## config.mk

```make
export PLATFORM = sky130hd
export DESIGN_NAME = instr_reg_ctrl
export DESIGN_NICKNAME = d
export VERILOG_FILES = /design/src/rtl/instr_reg_ctrl.sv
export SDC_FILE = /design/constraint.sdc
export NUM_CORES = 1
export LEC_CHECK = 0
export CAP_MARGIN = 20
export CORE_MARGIN = 5
export CORE_UTILIZATION = 45
export CTS_BUF_LIST = sky130_fd_sc_hd__clkbuf_4 sky130_fd_sc_hd__clkbuf_8
export DETAILED_ROUTE_END_ITERATION = 7
export PLACE_DENSITY_LB_ADDON = 0.3
export SYNTH_ARGS = -nofsm -noshare
export SYNTH_HDL_FRONTEND = slang
export SYNTH_SLANG_ARGS = --single-unit
export TNS_END_PERCENT = 5
```

## constraint.sdc

```tcl
create_clock -name clk -period 8.6 [get_ports clk]
set_clock_uncertainty 0.1 [all_clocks]
set_input_delay 1.29 -clock clk [delete_from_list [all_inputs] [get_ports clk]]
set_output_delay 1.29 -clock clk [all_outputs]
set_load 0.02 [all_outputs]
```

## src/rtl/instr_reg_ctrl.sv

```systemverilog
// Arbitrates two requesters into a circular instruction queue held in instr_register, with in-order drain and zero-fill flush.
// Latency: a push accepted at edge k drives load_en in cycle k..k+1, commits at edge k+1, and is readable from edge k+1.
// Backpressure: readies are low while the queue (committed + in-flight) is full, while flush_req is high, and while a flush is in progress.
module instr_reg_ctrl #(
   parameter int                DEPTH    = 32,
   parameter int                PTR_W    = 5,
   parameter int                OP_W     = 32,
   parameter int                OPC_W    = 4,
   parameter logic [OPC_W-1:0]  ZERO_OPC = '0
) (
   input  logic                    clk,
   input  logic                    reset_n,
   input  logic                    s0_valid,
   output logic                    s0_ready,
   input  logic [OPC_W-1:0]        s0_opcode,
   input  logic signed [OP_W-1:0]  s0_operand_a,
   input  logic signed [OP_W-1:0]  s0_operand_b,
   input  logic                    s1_valid,
   output logic                    s1_ready,
   input  logic [OPC_W-1:0]        s1_opcode,
   input  logic signed [OP_W-1:0]  s1_operand_a,
   input  logic signed [OP_W-1:0]  s1_operand_b,
   output logic                    rd_valid,
   input  logic                    rd_ready,
   input  logic                    flush_req,
   output logic                    busy,
   output logic [PTR_W:0]          count,
   output logic                    load_en,
   output logic [PTR_W-1:0]        write_pointer,
   output logic [PTR_W-1:0]        read_pointer,
   output logic [OPC_W-1:0]        opcode,
   output logic signed [OP_W-1:0]  operand_a,
   output logic signed [OP_W-1:0]  operand_b
);

   typedef enum logic [1:0] {ACTIVE, FLUSH_WAIT, FLUSH} state_t;

   localparam logic [PTR_W+1:0] DEPTH_OCC = (PTR_W+2)'(DEPTH);
   localparam logic [PTR_W-1:0] LAST_IDX  = PTR_W'(DEPTH - 1);
   localparam logic [PTR_W-1:0] PTR_ONE   = PTR_W'(1);
   localparam logic [PTR_W:0]   CNT_ONE   = (PTR_W+1)'(1);

   state_t           state;
   logic [PTR_W-1:0] wr_ptr;
   logic [PTR_W-1:0] rd_ptr;
   logic             last_grant;

   logic [PTR_W+1:0] occupancy;
   logic             full;
   logic             can_grant;
   logic             grant0;
   logic             grant1;
   logic             commit;
   logic             rd_fire;

   // An in-flight load already owns a slot, so it counts toward full.
   assign occupancy = {1'b0, count} + {{(PTR_W+1){1'b0}}, load_en};
   assign full      = (occupancy == DEPTH_OCC);
   assign can_grant = (state == ACTIVE) && !full && !flush_req;

   // Round-robin: on contention the requester that did not win last time goes next.
   assign grant0 = can_grant && s0_valid && (!s1_valid || last_grant);
   assign grant1 = can_grant && s1_valid && (!s0_valid || !last_grant);

   assign s0_ready      = grant0;
   assign s1_ready      = grant1;
   assign rd_valid      = (state == ACTIVE) && (count != '0);
   assign rd_fire       = rd_valid && rd_ready;
   // Flush writes also pulse load_en but are not queue entries.
   assign commit        = load_en && (state != FLUSH);
   assign write_pointer = wr_ptr;
   assign read_pointer  = rd_ptr;

   // Controller FSM: arbitration, pointer/count bookkeeping and the flush sequencer.
   always_ff @(posedge clk or negedge reset_n) begin
      if (!reset_n) begin
         state      <= ACTIVE;
         wr_ptr     <= '0;
         rd_ptr     <= '0;
         count      <= '0;
         load_en    <= 1'b0;
         busy       <= 1'b0;
         opcode     <= '0;
         operand_a  <= '0;
         operand_b  <= '0;
         last_grant <= 1'b1;
      end else begin
         case (state)
            ACTIVE: begin
               if (commit) begin
                  wr_ptr <= wr_ptr + PTR_ONE;
               end
               if (rd_fire) begin
                  rd_ptr <= rd_ptr + PTR_ONE;
               end
               if (commit && !rd_fire) begin
                  count <= count + CNT_ONE;
               end else if (!commit && rd_fire) begin
                  count <= count - CNT_ONE;
               end
               load_en <= grant0 || grant1;
               if (grant0) begin
                  opcode     <= s0_opcode;
                  operand_a  <= s0_operand_a;
                  operand_b  <= s0_operand_b;
                  last_grant <= 1'b0;
               end else if (grant1) begin
                  opcode     <= s1_opcode;
                  operand_a  <= s1_operand_a;
                  operand_b  <= s1_operand_b;
                  last_grant <= 1'b1;
               end
               // Grants are blocked this cycle, so the only possible in-flight
               // load commits on this same edge.
               if (flush_req) begin
                  state <= FLUSH_WAIT;
                  busy  <= 1'b1;
               end
            end
            FLUSH_WAIT: begin
               // Set up the zero-fill; wr_ptr doubles as the fill index.
               wr_ptr    <= '0;
               load_en   <= 1'b1;
               opcode    <= ZERO_OPC;
               operand_a <= '0;
               operand_b <= '0;
               state     <= FLUSH;
            end
            FLUSH: begin
               wr_ptr <= wr_ptr + PTR_ONE;
               if (wr_ptr == LAST_IDX) begin
                  load_en <= 1'b0;
                  busy    <= 1'b0;
                  rd_ptr  <= '0;
                  count   <= '0;
                  state   <= ACTIVE;
               end
            end
            default: begin
               state <= ACTIVE;
            end
         endcase
      end
   end

endmodule

```

==> out/qor.csv <==
metric,value,unit
ys_ff_latch,89,
netlist_instances,397,
min_period_over_period,54.3,%
io_pins,231,
power,2.55,mW
yosysMostFrequentCell,dfrtp_1,
report.final.slew_viol_count,0,
synth.distinct_cells,48,
place_area,0.00703,sq mm
drc,0,
die_x,112,microns
synth_area_per_cell,11.8,sq um
max-vdd-ir-drop,0.194,mV
initial_utilization,45.7,%
wire_per_inst,19.1,microns
antenna_found_initial,0,
yosysSeqAreaShare,47.7,%
track_usage,22.8,%
cp_data_required_time,7.21,ns
cts.path.max_buffers,2,
rows,37,
die_y,112,microns
synth_area_leaders,"dfrtp_1, mux2i_1, o2bb2ai_1",
drive_above_1_share,5.82,%
wl,14400,microns
dpl_worst_slack,3.92,ns
rsz0062_at_grt,no,
setup_tns,0,ns
drt_iter0_markers,162,
crit_path_start_kind,primary input,
diodes,0,
power.density,350,mW/mm^2
status,"finished, final reports clean",
synthFlopType,dfrtp_1,
final_area,0.00727,sq mm
arrival,3.28,ns
worstSetupPathType,in -> out,
syn_area,0.00467,sq mm
maxSlewHeadroom,50.2,%
place_hpwl,11100,microns
cap_violations,0,
die-area,0.0125,sq mm
min_path_type,reg -> reg,
cts_tree,built,
via_per_inst,5.41,
cts_sinks,89,
tightestPinTransition,0.747,ns
grt_pass1_wl,23000,microns
setup_slack,3.93,ns
cp-end-kind,primary output,
num_vias,4086,
grt_pass1_vias,4308,
insertion_delay,0.35,ns
cts_resized,0,
post_cts.repair.setup_buffers,0,
yosys_warnings,0,
cts-htree-levels,3,
min_period,4.67,ns
path_max_fanout,25,
synth_commonest_cells,"dfrtp_1, mux2i_1, o2bb2ai_1",
overflow,0,
cts_buffers,9,
first_pass_iters,4,
yosys.area.top_type,dfrtp_1,
path_clk_slew,0.08,ns
async_flop_share,100,%
port_buffers,230,
syn_to_final_growth,55.7,%
hold_viol_final,0,
p_leak,3.38,nW
coreArea,0.0102,sq mm
synth_top_area_share,47.1,%
final_nets,770,
dpl.cell_count,738,
clockRootBuffer,clkbuf_8,
synth_edf_count,0,
ant_nets,0,
postSynthNetCount,553,
setup_viol,0,
cts_hold_buffers,0,
instances_no_fill,755,
n_fill_cell,764,
gp_congestion,0.889,
grt_max_degree,90,
fmax,214,MHz
==> report_power, final <==
part | internal (mW) | total, mW | switching [mW]
registers | 0.614 | 0.767 | 0.153
clock network | 0.163 | 0.308 | 0.146
logic | 0.712 | 1.47 | 0.760
==> cells in the final DEF, fill, tap and decap left out, types with 4 or more instances in the layout <==
| cell type | netlist | layout |
|---|---|---|
| a21o_1 | 5 | 4 |
| a21oi_1 | 8 | 8 |
| buf_4 | 5 | 4 |
| clkbuf_8 | 0 | 12 |
| clkdlybuf4s50_1 | 0 | 229 |
| dfrtp_1 | 88 | 88 |
| ha_1 | 13 | 13 |
| inv_1 | 16 | 16 |
| mux2_4 | 4 | 4 |
| mux2i_1 | 71 | 71 |
| nand2_1 | 12 | 11 |
| nand3_1 | 6 | 6 |
| nor2_1 | 9 | 9 |
| nor2b_1 | 5 | 5 |
| nor3_1 | 9 | 9 |
| o21ai_0 | 13 | 13 |
| o2bb2ai_1 | 68 | 68 |
==> worst paths after layout <==
kind	startpoint	depth (start not counted)	slack, ns	end
max reg2reg	count[0]	8	5.09	operand_b[22]
max	flush_req	6	3.93	s0_ready
min in group asynchronous	reset_n	1	0.77	operand_a[27]
min reg2reg	operand_a[20]	1	0.39	operand_a[20]
min	operand_a[20]	1	0.39	operand_a[20]
max in group asynchronous	reset_n	2	6.98	last_grant
==> worst max-delay path, cell delays in order <==
cell and delay [ns]:
clkdlybuf4s50_1 0.45, nor2b_1 0.30, nand3_1 0.15, a21o_4 0.35, inv_1 0.11, clkdlybuf4s50_1 0.62
==> cells by family after synthesis <==
kind of cell	after synthesis	synth area share [%]
compound gates	115	20.1
xor+xnor	3	0.562
fa+ha+maj	14	3.91
buf+inv	44	4.61
flops	89	47.7
mux	77	17.0
simple gates	55	6.16
==> state kept, by name, summed over array words and instances, names as in the netlist <==
name and count:
read_pointer 5, operand_a 32, write_pointer 5, load_en 1, operand_b 32, busy 1, count 6, opcode 4
last_grant 1, state 2
==> metrics by stage <==
stage | utilization, % | hold WS [ns]
2_1_floorplan | - | 0.417
3_3_place_gp | 68.7 | 0.370
3_5_place_dp | 68.7 | 0.373
4_1_cts | 70.8 | 0.397
5_1_grt | 71.1 | 0.406
6_report | 71.1 | 0.390
==> final cells by class <==
type	count	area (sq um)	area share (%)
repair buffers	234	2350	32.3
multi-input cells	264	2250	30.9
flip-flops and latches	89	2230	30.6
clock buffers	13	173	2.37
well taps	136	170	2.34
inverters	16	60.1	0.826
clock inverters	3	46.3	0.636
==> metal layers <==
layer	vias up	share of wire (%)	wire, microns	global-route usage (%)
li1	1922	-	-	-
met1	1972	41	5860	27.5
met2	168	50	7190	39.0
met3	24	7.3	1050	6.52
met4	0	2.1	301	7.95
met5	-	0	0	0
Power figures use the tool's default switching activity.
